===== src/rtl/mtimecmp_sched.sv =====
// -----------------------------------------------------------------------------
// mtimecmp_sched
//
// Software-timer scheduler for the machine timer. Holds NUM_SLOTS 64-bit
// deadlines, retires every deadline that mtime has reached, and keeps the
// timer's mtimecmp programmed with the earliest active deadline. mtimecmp is
// rewritten with the glitch-free 32-bit sequence hi=all-ones, lo, hi, so the
// compare never transiently matches while half-updated.
//
// Ports
//   clk, rst_n                  clock, asynchronous active-low reset
//   arm_valid/slot/deadline     load a deadline into a slot and activate it
//   cancel_valid/slot           deactivate a slot (no expiry pulse)
//   time_rd_data[63:0]          current mtime value
//   wr_en/addr/wr_data/wr_strobe  timer register write port (2=lo, 3=hi)
//   expired[NUM_SLOTS]          one-cycle pulse per slot on expiry
//   slot_active[NUM_SLOTS]      valid bit of each slot
//   busy                        programming sequence in progress
// -----------------------------------------------------------------------------
module mtimecmp_sched #(
    parameter int NUM_SLOTS = 4
) (
    input  logic                         clk,
    input  logic                         rst_n,
    input  logic                         arm_valid,
    input  logic [$clog2(NUM_SLOTS)-1:0] arm_slot,
    input  logic [63:0]                  arm_deadline,
    input  logic                         cancel_valid,
    input  logic [$clog2(NUM_SLOTS)-1:0] cancel_slot,
    input  logic [63:0]                  time_rd_data,
    output logic                         wr_en,
    output logic [1:0]                   addr,
    output logic [31:0]                  wr_data,
    output logic [3:0]                   wr_strobe,
    output logic [NUM_SLOTS-1:0]         expired,
    output logic [NUM_SLOTS-1:0]         slot_active,
    output logic                         busy
);

    localparam int SW = $clog2(NUM_SLOTS);

    localparam logic [1:0] ADDR_LO = 2'd2;
    localparam logic [1:0] ADDR_HI = 2'd3;

    typedef enum logic [2:0] {
        S_IDLE,
        S_LATCH,
        S_WR_HI_MAX,
        S_WR_LO,
        S_WR_HI
    } state_e;

    state_e                 state_q, state_d;
    logic                   dirty_q, dirty_d;
    logic [63:0]            target_q, target_d;
    logic [NUM_SLOTS-1:0]   valid_q, valid_d;
    logic [63:0]            deadline_q [NUM_SLOTS];
    logic [63:0]            deadline_d [NUM_SLOTS];
    logic [NUM_SLOTS-1:0]   expire_now;
    logic                   event_now;
    logic [63:0]            earliest;

    logic                   wr_en_q, wr_en_d;
    logic [1:0]             addr_q, addr_d;
    logic [31:0]            wr_data_q, wr_data_d;
    logic [3:0]             wr_strobe_q, wr_strobe_d;
    logic [NUM_SLOTS-1:0]   expired_q;
    logic                   busy_q, busy_d;

    // Slot update: arm beats cancel beats expiry for the same slot. Any
    // change to the active set raises event_now, which marks mtimecmp stale.
    always_comb begin
        // NOTE: every combinational output gets a default first so no path
        // leaves it unassigned and a latch is never inferred.
        valid_d    = valid_q;
        deadline_d = deadline_q;
        expire_now = '0;
        event_now  = 1'b0;
        for (int i = 0; i < NUM_SLOTS; i++) begin
            if (arm_valid && arm_slot == SW'(i)) begin
                valid_d[i]    = 1'b1;
                deadline_d[i] = arm_deadline;
                event_now     = 1'b1;
            end else if (cancel_valid && cancel_slot == SW'(i)) begin
                // Cancelling an idle slot changes nothing, so it must not
                // trigger a reprogram.
                if (valid_q[i]) begin
                    valid_d[i] = 1'b0;
                    event_now  = 1'b1;
                end
            end else if (valid_q[i] && deadline_q[i] <= time_rd_data) begin
                valid_d[i]    = 1'b0;
                expire_now[i] = 1'b1;
                event_now     = 1'b1;
            end
        end
    end

    // Earliest active deadline; all-ones parks mtimecmp where it never fires.
    always_comb begin
        earliest = '1;
        for (int i = 0; i < NUM_SLOTS; i++) begin
            if (valid_q[i] && deadline_q[i] < earliest) begin
                earliest = deadline_q[i];
            end
        end
    end

    // Programming FSM. IDLE and WR_HI look at dirty_d so a pending event
    // starts LATCH on the very next cycle with no idle bubble.
    always_comb begin
        state_d  = state_q;
        dirty_d  = dirty_q | event_now;
        target_d = target_q;
        unique case (state_q)
            S_IDLE: begin
                if (dirty_d) state_d = S_LATCH;
            end
            S_LATCH: begin
                target_d = earliest;
                // Only an event seen in this same cycle keeps the flag set.
                dirty_d  = event_now;
                state_d  = S_WR_HI_MAX;
            end
            S_WR_HI_MAX: state_d = S_WR_LO;
            S_WR_LO:     state_d = S_WR_HI;
            S_WR_HI:     state_d = dirty_d ? S_LATCH : S_IDLE;
            default:     state_d = S_IDLE;
        endcase
    end

    // Registered write port: decode from the next state so the strobe is
    // high in exactly the cycles the FSM sits in a write state.
    always_comb begin
        wr_en_d   = 1'b0;
        addr_d    = '0;
        wr_data_d = '0;
        unique case (state_d)
            S_WR_HI_MAX: begin
                wr_en_d   = 1'b1;
                addr_d    = ADDR_HI;
                wr_data_d = '1;
            end
            S_WR_LO: begin
                wr_en_d   = 1'b1;
                addr_d    = ADDR_LO;
                wr_data_d = target_d[31:0];
            end
            S_WR_HI: begin
                wr_en_d   = 1'b1;
                addr_d    = ADDR_HI;
                wr_data_d = target_d[63:32];
            end
            default: ;
        endcase
        wr_strobe_d = wr_en_d ? 4'hF : 4'h0;
        busy_d      = (state_d != S_IDLE);
    end

    // NOTE: state registers use non-blocking assignments so every flop
    // samples the pre-edge value of its neighbours.
    always_ff @(posedge clk or negedge rst_n) begin
        if (!rst_n) begin
            state_q     <= S_IDLE;
            dirty_q     <= 1'b1;   // first pass after reset parks mtimecmp
            target_q    <= '0;
            valid_q     <= '0;
            wr_en_q     <= 1'b0;
            addr_q      <= '0;
            wr_data_q   <= '0;
            wr_strobe_q <= '0;
            expired_q   <= '0;
            busy_q      <= 1'b0;
        end else begin
            state_q     <= state_d;
            dirty_q     <= dirty_d;
            target_q    <= target_d;
            valid_q     <= valid_d;
            wr_en_q     <= wr_en_d;
            addr_q      <= addr_d;
            wr_data_q   <= wr_data_d;
            wr_strobe_q <= wr_strobe_d;
            expired_q   <= expire_now;
            busy_q      <= busy_d;
        end
    end

    // NOTE: deadline storage is not reset; valid_q gates every use of it, so
    // its power-up contents are never observed.
    always_ff @(posedge clk) begin
        deadline_q <= deadline_d;
    end

    assign wr_en       = wr_en_q;
    assign addr        = addr_q;
    assign wr_data     = wr_data_q;
    assign wr_strobe   = wr_strobe_q;
    assign expired     = expired_q;
    assign slot_active = valid_q;
    assign busy        = busy_q;

endmodule


===== config.mk =====
export PLATFORM = sky130hd
export DESIGN_NAME = mtimecmp_sched
export DESIGN_NICKNAME = d
export VERILOG_FILES = /design/src/rtl/mtimecmp_sched.sv
export SDC_FILE = /design/constraint.sdc
export NUM_CORES = 1
export LEC_CHECK = 0
export CAP_MARGIN = 20
export CELL_PAD_IN_SITES_DETAIL_PLACEMENT = 1
export CELL_PAD_IN_SITES_GLOBAL_PLACEMENT = 1
export CORE_MARGIN = 2
export CORE_UTILIZATION = 44
export CTS_BUF_LIST = sky130_fd_sc_hd__clkbuf_4 sky130_fd_sc_hd__clkbuf_8
export CTS_CLUSTER_SIZE = 14
export DETAILED_ROUTE_END_ITERATION = 12
export MAX_ROUTING_LAYER = met4
export PLACE_DENSITY_LB_ADDON = 0.1
export SYNTH_ARGS = -nofsm -noshare
export SYNTH_HDL_FRONTEND = slang
export SYNTH_SLANG_ARGS = --single-unit
export TNS_END_PERCENT = 50

===== constraint.sdc =====
create_clock -name clk -period 9.9 [get_ports clk]
set_clock_uncertainty 0.1 [all_clocks]
set_input_delay 1.485 -clock clk [delete_from_list [all_inputs] [get_ports clk]]
set_output_delay 1.485 -clock clk [all_outputs]
set_load 0.05 [all_outputs]

==> Yosys cells after proc, flatten, opt, wreduce, memory -nomap -nowiden <==
Index checks and enable logic that the tools add are counted.
{ "op_classes": {"order_cmp": 8, "eq_ne": 13, "mux": 52, "bitwise_logic": 1, "n_reduce_logical": 26} }
{ "ops": {"columns": ["cell", "count"], "rows": [
  ["$mux 64", 5],
  ["$le 64x64->1", 4],
  ["$lt 64x64->1", 3],
  ["$pmux 32 s3", 1],
  ["$lt 64x64->1 const B", 1],
  ["$mux 1", 42],
  ["$logic_and 1x1->1", 16],
  ["$pmux 3 s5", 1],
  ["$reduce_bool 3->1", 5],
  ["$eq 3x2->1 const B", 4],
  ["$eq 2x2->1 const B", 4],
  ["$eq 3x3->1 const B", 2],
  ["$eq 2x1->1 const B", 2],
  ["$logic_not 2->1", 2],
  ["$mux 4", 1],
  ["$pmux 2 s2", 1],
  ["$eq 3x1->1 const B", 1],
  ["$logic_not 3->1", 1],
  ["$mux 3", 1],
  ["$reduce_or 3->1", 1],
  ["$reduce_or 2->1", 1],
  ["$or 1x1->1", 1]
]} }
{ "word_totals": {"regBits": 372, "inputBits": 136, "wordCells": 117} }

==> Logic depth before layout (Yosys ltp) <==
Gate-level depths: netlist of run 1.
{ "logic_depth": {"word_depth": 21, "mapped_depth": 43, "mapped_depth_nobuf": 36} }

==> Least setup slack after synthesis of run 1 <==
OpenSTA, ideal clock, no wires.
{ "synth_path": {"path_kind": "reg-to-reg", "from": "reg deadline_q[242] in the netlist's numbering", "to": "reg target_q[62]", "setup_time_ps": 96, "arrival_ps": 9889, "required_ps": 9704, "setup_slack_ps": -185, "path_stages_with_launch": 43, "cell_sequence": "edfxtp_1 > nand4_1 > or4_1 > o41ai_4 > clkbuf_1 > nor2_1 > ha_1 > nand3_1 > nor4_1 > nand4b_1 > a2111oi_0 > a2111oi_2 > nand3_1 > clkbuf_1 > clkbuf_1 > buf_1 > a21oi_1 > inv_1 > (+7 left out) > nand3_1 > a21o_1 > buf_2 > buf_2 > mux2i_1 > ha_1 > nand2_1 > or4_1 > nor3_1 > nand4b_1 > or4b_2 > nor4_1 > nor2b_1 > a211oi_4 > buf_4 > buf_4 > nor2_1 > o31ai_1"} }
{ "synth_between": {"elab_chain_len": 13} }
{ "synth_rtl": {"columns": ["element", "line", "rtl"], "rows": [
  ["start: declaration", "57", "logic [63:0] deadline_q [NUM_SLOTS];"],
  ["start signal: assignment", "191", "deadline_q <= deadline_d;"],
  ["$lt 64x64->1", "103", "if (valid_q[i] && deadline_q[i] < earliest) begin"],
  ["$logic_and 1x1->1", "103", null],
  ["$mux 64 *", "103", null],
  ["$lt 64x64->1", "103", null],
  ["$logic_and 1x1->1", "103", null],
  ["$mux 64 *", "103", null],
  ["$lt 64x64->1", "103", null],
  ["$logic_and 1x1->1", "103", null],
  ["$mux 64 *", "103", null],
  ["$lt 64x64->1", "103", null],
  ["$logic_and 1x1->1", "103", null],
  ["$mux 64 *", "103", null],
  ["$mux 64 *", "115", "unique case (state_q)"],
  ["net target_d[62]", "55", "logic [63:0] target_q, target_d;"],
  ["end signal: assignment", "177", "target_q <= target_d;"],
  ["end: declaration", "55", null]
]} }
The timed path passes the listed nets; every way through them passes the cells marked *.
A chain may end at the register's enable or synchronous reset.

==> Worst setup path in the final report of run 1 <==
{ "layout_path": {"from": "reg deadline_q[234] in the netlist's numbering", "to": "reg target_q[57]"} }
Same word-level chain as after synthesis.

==> summary.md, run 1 <==
| Metric | Value |
|---|---|
| Final non-filler cell total | slightly below 4000 |
| RePlAce Congestion | 0.969 |
| Layout cells sized above 1 | 0.301 |
| Antenna violations before repair | 9 |
| Syn Nets | 2984 |
| Met3 GRT Util | 0.0775 |
| Worst-path clk slew | 60 ps |
| Vias | about 24000 |
| Number of synthesized flops with an enable pin | 256 |
| Vias in the first global route | about 25000 |
| Commonest non-fill, non-tap cell in the layout | ha_1 |
| Critical Path AT | 10920 ps |
| Core ar. | 55300 sq um |
| Worst-path fanout max | 9 |
| Setup Viol. Count Final | 64 |
| Routed len/inst | slightly below 30 um |
| Die footprint | between 50000 and 60000 sq um |
| GRT overflow | 0 |
| Initial Util | 0.447 |
| Initial DRC Count | 2001 |
| Max Cap Violations | 0 |
| Chip width | 241 um |
| Ys async rst share | 0.304 |
| Peak VDD IR | 0.186 mV |
| Worst hold margin | approximately 390 ps |
| Largest net degree at the start of global routing | 86 |
| Slew @ Worst Pin | roughly 1200 ps |
| RSZ-0062 raised after global routing | true |
| PwrDens | ~180 nW/um^2 |
| Cell repeated most along the worst path | buf_6 |
| Pwr Total | 0.00630 W |
| Total track usage | 0.392 |
| Mapped Area | 24700 sq um |
| Met1 Track Usage GR | 0.460 |
| # IOs | ~180 |
| Setup TNS Final | -26610 ps |
| Clock root buffer | clkbuf_8 |
| Final worst path period need | 10450 ps |
| Failing checks | setup timing |
| Commonest cells after routing, fill and taps aside | ha_1, buf_4, edfxtp_1, nor2_1, clkdlybuf4s50_1 |
| TritonCTS clock tree | done |
| Worst-skew pair later-pin latency | 690 ps |
| Syn Area/Cell | 10.3 sq um |
| CP endpoint kind | flop |
| Clock Sinks | 368 |
| Sequential share of the synthesized area | 0.424 |
| F_max | 95.7 MHz |
| HPWL after detailed placement | a little under 80000 um |
| DRT antenna net count | 0 |
| Clock Tree Buf Depth | 3 |
| Synthesized flop and latch total | approximately 370 |
| Min-Delay Path Class | reg -> reg |
| Slew Viols, Final | 0 |
| CTS H-tree lvls | 3 |
| Final worst slack | -554 ps |
| YS warnings | 0 |
| Netlist cell types | 60 |
| TritonCTS Buffers | 68 |
| Vias per std cell | 6.18 |
| R2R setup slack | -550 ps |
| Nets | 3632 |
| Synth top area cells | edfxtp_1, ha_1, dfrtp_1, a21oi_1, nor2_1 |
| PortBufs | 183 |
| Pre-CTS WS | -2160 ps |
| Final WL | approximately 110000 um |
| Die H | ~240 um |
| Residual DRC count | 0 |
| Global-route wire length before repair | 161000 um |
| Row Count | 86 |
| Status | finished, violations left |
| Synth area leader | edfxtp_1 |
| Final worst-path cycle share | 1.06 |
| Area grow syn2layout | 43.7% |
| Leak Pwr | roughly 16 nW |
| Layer with the highest usage | met2 |
| Final Hold Fails | 0 |
| Worst rel slew slack | 0.171 |
| FILL cells | 5796 |
| Prevailing post-synth register cell | edfxtp_1 |
| Worst Setup Path Type | reg -> reg |
| CP max stage cell | or4_4 |
| GRT met2 Usage | 0.626 |
| Syn Inst Count | about 2400 |
| Placed instance count | 3588 |
| Worst path max stage delay | 580 ps |
| Pre-antenna DRT Iters | 5 |
| Startpoint Class | flop |
| Crit path required time | between 10000 and 15000 ps |
| Area share of the largest cell type after synthesis | 0.311 |
logic make-up (layout without fill, tap and decap cells):
kind of cell,count (synthesis),after routing,synth area share
AO/OA/AOI/OAI,586,587,0.148
XOR/XNOR,1,1,0.000354
adder cells (fa/ha/maj),443,443,0.224
buffers and inverters,217,917,0.0347
flip-flops,368,368,0.424
multiplexers,66,66,0.0273
other,0,7,0
AND/OR/NAND/NOR,725,728,0.142
final timing paths:
kind | start | to | cells past startpoint
min in group asynchronous | rst_n | wr_data[19] | 1
max in group asynchronous | rst_n | wr_data[13] | 2
hold / removal | target_q[10] | target_q[10] | 2
setup / recovery | deadline_q[234] | target_q[57] | 47
hold reg to reg | target_q[10] | target_q[10] | 2
setup reg to reg | deadline_q[234] | target_q[57] | 47
final cells by class:
cell class	count	area, sq um	area share
Tap cell	748	936	0.0263
Timing Repair Buffer	647	6310	0.177
Inverter	144	541	0.0152
Clock buffer	108	1310	0.0369
Sequential cell	368	10500	0.295
Clock inverter	18	119	0.00334
Antenna cell	7	17.5	0.000493
Multi-Input combinational cell	1825	15800	0.445
per-layer routing:
layer	vias up	routed length (um)
li1	10324	-
met1	11932	44600
met2	1172	53700
met3	452	8130
met4	0	8310
met5	-	0
Yosys cell counts, types with 31 or more instances:
master and instances:
a21o_1 88, a21oi_1 211, clkbuf_1 52, ha_1 442, nor2_1 247, dfrtp_1 111, edfxtp_1 256, nand4_1 91
nand3_1 31, and2_1 68, nand2_1 162, mux2i_1 64, inv_1 144, o31ai_1 65, o21ai_0 121
state kept, by name, indices dropped and copies added (netlist names), 2 cells and up:
name	count
target_q	64
addr	2
slot_active	4
wr_data	32
expired	4
deadline_q	256
state_q	3
critical path, delay by kind of cell, from the launching register on:
family / cells / cell delay (ps)
flip-flops: 1 / 440
buffers and inverters: 13 / 1950
adder cells (fa/ha/maj): 3 / 770
AND/OR/NAND/NOR: 21 / 4730
multiplexers: 1 / 330
AO/OA/AOI/OAI: 9 / 1940
metrics by stage:
stage          area (sq um)  utilization
2_1_floorplan         24800            -
3_5_place_dp          29800        0.539
6_report              35600        0.643
4_1_cts               34500        0.623
5_1_grt               35600        0.643
3_3_place_gp          29800        0.539
power by group:
part,total [W],switching (W),internal [W]
sequential,0.00219,0.000246,0.00195
combinational,0.00251,0.00155,0.000958
clock,0.00160,0.000730,0.000868
what timing repair did:
action                                  CTS  global route
setup buffers                            75            46
gates resized for setup                 373           157
cloned                                   28             4
endpoints found under the setup margin   64            64
pin swaps                                86            75
hold buffers                              0             0
(Power assumes the default switching activity.)
==> run 2, diff against run 1 <==
- RECOVER_POWER: not set -> 100
==> run 2 against run 1 <==
  * The run ends with capacitance limit, slew limit, setup timing left
  * Global-route usage is the same
  * Non-clock buffer count unchanged
  * Via count hardly changed
  * Sequential share of layout area increased by 0.075 points
  * Worst setup slack worse by 9.1 ps
  * Register-to-register slack hardly changed
  * Fmax hardly changed
  * Final cell count is the same
  * Routed wire length about the same
  * Combinational power is 2% lower
  * Critical path depth is the same
==> summary.md, run 2 (same netlist as run 1, synthesis figures left out) <==
| Metric | Value |
|---|---|
| Final worst slack | -563 ps (was -554 ps) |
| Leak Pwr | 16.0 nW (about the same) |
| Final worst-path cycle share | 1.06 (about the same) |
| TritonCTS Buffers | 68 (unchanged) |
| TritonCTS clock tree | done (unchanged) |
| Initial DRC Count | 2043 (was 2001) |
| WP buf/inv | 15 (was 13) |
| CTS H-tree lvls | 3 (unchanged) |
| Final worst path period need | 10460 ps (was 10450 ps) |
| Largest register by flop count | deadline_q (unchanged) |
| RePlAce Congestion | 0.969 (unchanged) |
| Min-Delay Path Class | reg -> reg (unchanged) |
| Chip width | 241 um (unchanged) |
| PwrDens | 176 nW/um^2 (was 177 nW/um^2) |
| Register area | 10500 sq um (unchanged) |
| Area occupied by multi-input gates | 15800 sq um (about the same) |
| CP max stage cell | or4_4 (unchanged) |
| HPWL after detailed placement | 78100 um (unchanged) |
| Final WL | 115000 um (about the same) |
| Antenna violations before repair | 9 (unchanged) |
| Vias in the first global route | 25272 (unchanged) |
| Pre-antenna DRT Iters | 7 (was 5) |
| Worst-path clk slew | 60 ps (about the same) |
| Commonest non-fill, non-tap cell in the layout | ha_1 (unchanged) |
| P_int | 0.00373 W (was 0.00377 W) |
| Area grow syn2layout | 43.3% (was 43.7%) |
| Vias | 23878 (was 23880) |
| PortBufs | 183 (unchanged) |
| Peak VDD IR | 0.177 mV (was 0.186 mV) |
| Final Hold Fails | 0 (unchanged) |
| DRT antenna net count | 0 (unchanged) |
| Total track usage | 0.392 (unchanged) |
| Worst-skew pair later-pin latency | 700 ps (was 690 ps) |
| Initial Util | 0.447 (unchanged) |
| Worst Setup Path Type | reg -> reg (unchanged) |
| Clock Sinks | 368 (unchanged) |
| DP Area | 29800 sq um (unchanged) |
| Row Count | 86 (unchanged) |
| # IOs | 184 (unchanged) |
| Clk pwr share | 0.256 (was 0.254) |
| Clock root buffer | clkbuf_8 (unchanged) |
| Layout cells sized above 1 | 0.296 (was 0.301) |
| Global-route wire length before repair | 161000 um (unchanged) |
| CP endpoint kind | flop (unchanged) |
| Worst rel slew slack | -2.24 (was 0.171) |
| Status | finished, violations left (unchanged) |
| Largest net degree at the start of global routing | 86 (unchanged) |
| Slew Viols, Final | 387 (was 0) |
| RSZ-0062 raised after global routing | true (unchanged) |
| F_max | 95.6 MHz (was 95.7 MHz) |
| Nets | 3632 (unchanged) |
| Clock Tree Buf Depth | 3 (unchanged) |
| Crit path required time | 10370 ps (about the same) |
| Hold path depth | 2 (unchanged) |
| Design area | 35500 sq um (was 35600 sq um) |
| Startpoint Class | flop (unchanged) |
| Share of total power in sequential cells | 0.350 (was 0.348) |
| Switching power | 0.00251 W (was 0.00253 W) |
| Critical Path AT | 10930 ps (was 10920 ps) |
| Max FFs per register | 256 (unchanged) |
| Stages on the worst setup path | 47 (unchanged) |
| Residual DRC count | 0 (unchanged) |
| Max Cap Violations | 9 (was 0) |
| Commonest cells after routing, fill and taps aside | ha_1, buf_4, edfxtp_1, nor2_1, nand2_1 (was ha_1, buf_4, edfxtp_1, nor2_1, clkdlybuf4s50_1) |
| Pre-CTS WS | -2160 ps (unchanged) |
| Slew @ Worst Pin | 4870 ps (was 1230 ps) |
| FILL cells | 5806 (was 5796) |
| GRT overflow | 0 (unchanged) |
| Die H | 241 um (unchanged) |
| Vias per std cell | 6.18 (about the same) |
| Setup Viol. Count Final | 64 (unchanged) |
| Failing checks | capacitance limit, slew limit, setup timing (was setup timing) |
| Routed len/inst | 29.6 um (was 29.7 um) |
| Worst Reg-to-Reg Cells | 47 (unchanged) |
| Die footprint | 58200 sq um (unchanged) |
| Switching part of the total | 0.402 (was 0.401) |
| Worst-path fanout max | 9 (unchanged) |
| Setup TNS Final | -27690 ps (was -26610 ps) |
| Core ar. | 55300 sq um (unchanged) |
| Worst path max stage delay | 580 ps (about the same) |
| Combinational share of power | 0.394 (was 0.398) |
| CP delay by family, top | simple AND/OR/NAND/NOR gates (unchanged) |
-- run 2: changes by cell type in the layout (fill, tap and decap cells not counted), moves of 10 or more --
cell,before,now
dlygate4sd3_1,0,115
clkdlybuf4s50_1,182,67
buf_4,378,368
clkbuf_1,0,12
-- run 2: per-layer routing --
layer / GRT usage / share of wire / vias to the layer above
li1: - / - / 10328
met4: 0.234 / 0.072 / 0
met3: 0.0775 / 0.070 / 448
met5: - / 0 / -
met1: 0.460 / 0.39 / 11933
met2: 0.626 / 0.47 / 1169
-- run 2: worst register-to-register path, delay by kind of cell (launching register included) --
family,cells,cell delay [ps]
compound gates,8,1980
buf+inv,15,2200
fa+ha+maj,3,900
mux,1,180
simple gates,20,4570
flops,1,440
-- run 2: path summary, 6_finish.rpt --
| check | startpoint | to | slack, ps |
|---|---|---|---|
| worst min register to register | target_q[10] | target_q[10] | 390 |
| worst max register to register | deadline_q[234] | target_q[55] | -560 |
| worst max-delay path | deadline_q[234] | target_q[55] | -560 |
| worst min-delay path | target_q[10] | target_q[10] | 390 |
| min in group asynchronous | rst_n | wr_data[19] | 1840 |
| max in group asynchronous | rst_n | wr_data[13] | 3120 |
-- run 2: final cells by class --
class	instances	area share
clock inverters	18	0.00335
inverters	144	0.0152
diodes	7	0.000494
well taps	748	0.0264
multi-input cells	1825	0.446
clock buffers	108	0.0370
flip-flops and latches	368	0.296
repair buffers	647	0.176
-- run 2: what timing repair did --
action                                  4_1_cts  5_1_grt
endpoints found under the setup margin       64       64
cloned                                       28        4
hold buffers                                  0        0
setup buffers                                75       46
gates resized for setup                     373      157
pin swaps                                    86       75
-- run 2: stage by stage --
stage / power (W) / instances / hold slack, ps / util
after floorplan: 0.00327 / 2406 / 319 / -
after global placement: 0.00413 / 3587 / 358 / 0.539
after detailed placement: 0.00421 / 3588 / 366 / 0.539
after CTS: 0.00604 / 3814 / 383 / 0.623
after global routing: 0.00645 / 3865 / 398 / 0.641
final: 0.00625 / 3865 / 387 / 0.641
-- run 2: power groups by stage --
stage / logic, W / registers (W) / clock network [W]
global route: 0.00258 / 0.00220 / 0.00167
CTS: 0.00227 / 0.00217 / 0.00159
finish: 0.00246 / 0.00219 / 0.00160
global placement: 0.00195 / 0.00218 / 0
floorplan: 0.000935 / 0.00234 / 0
detailed placement: 0.00203 / 0.00218 / 0
==> run 3, diff against run 2 <==
- HOLD_SLACK_MARGIN: not set -> 0.02
==> results of run 3 <==
Same layout as run 2: the final DEF is identical, and so are final timing and power.
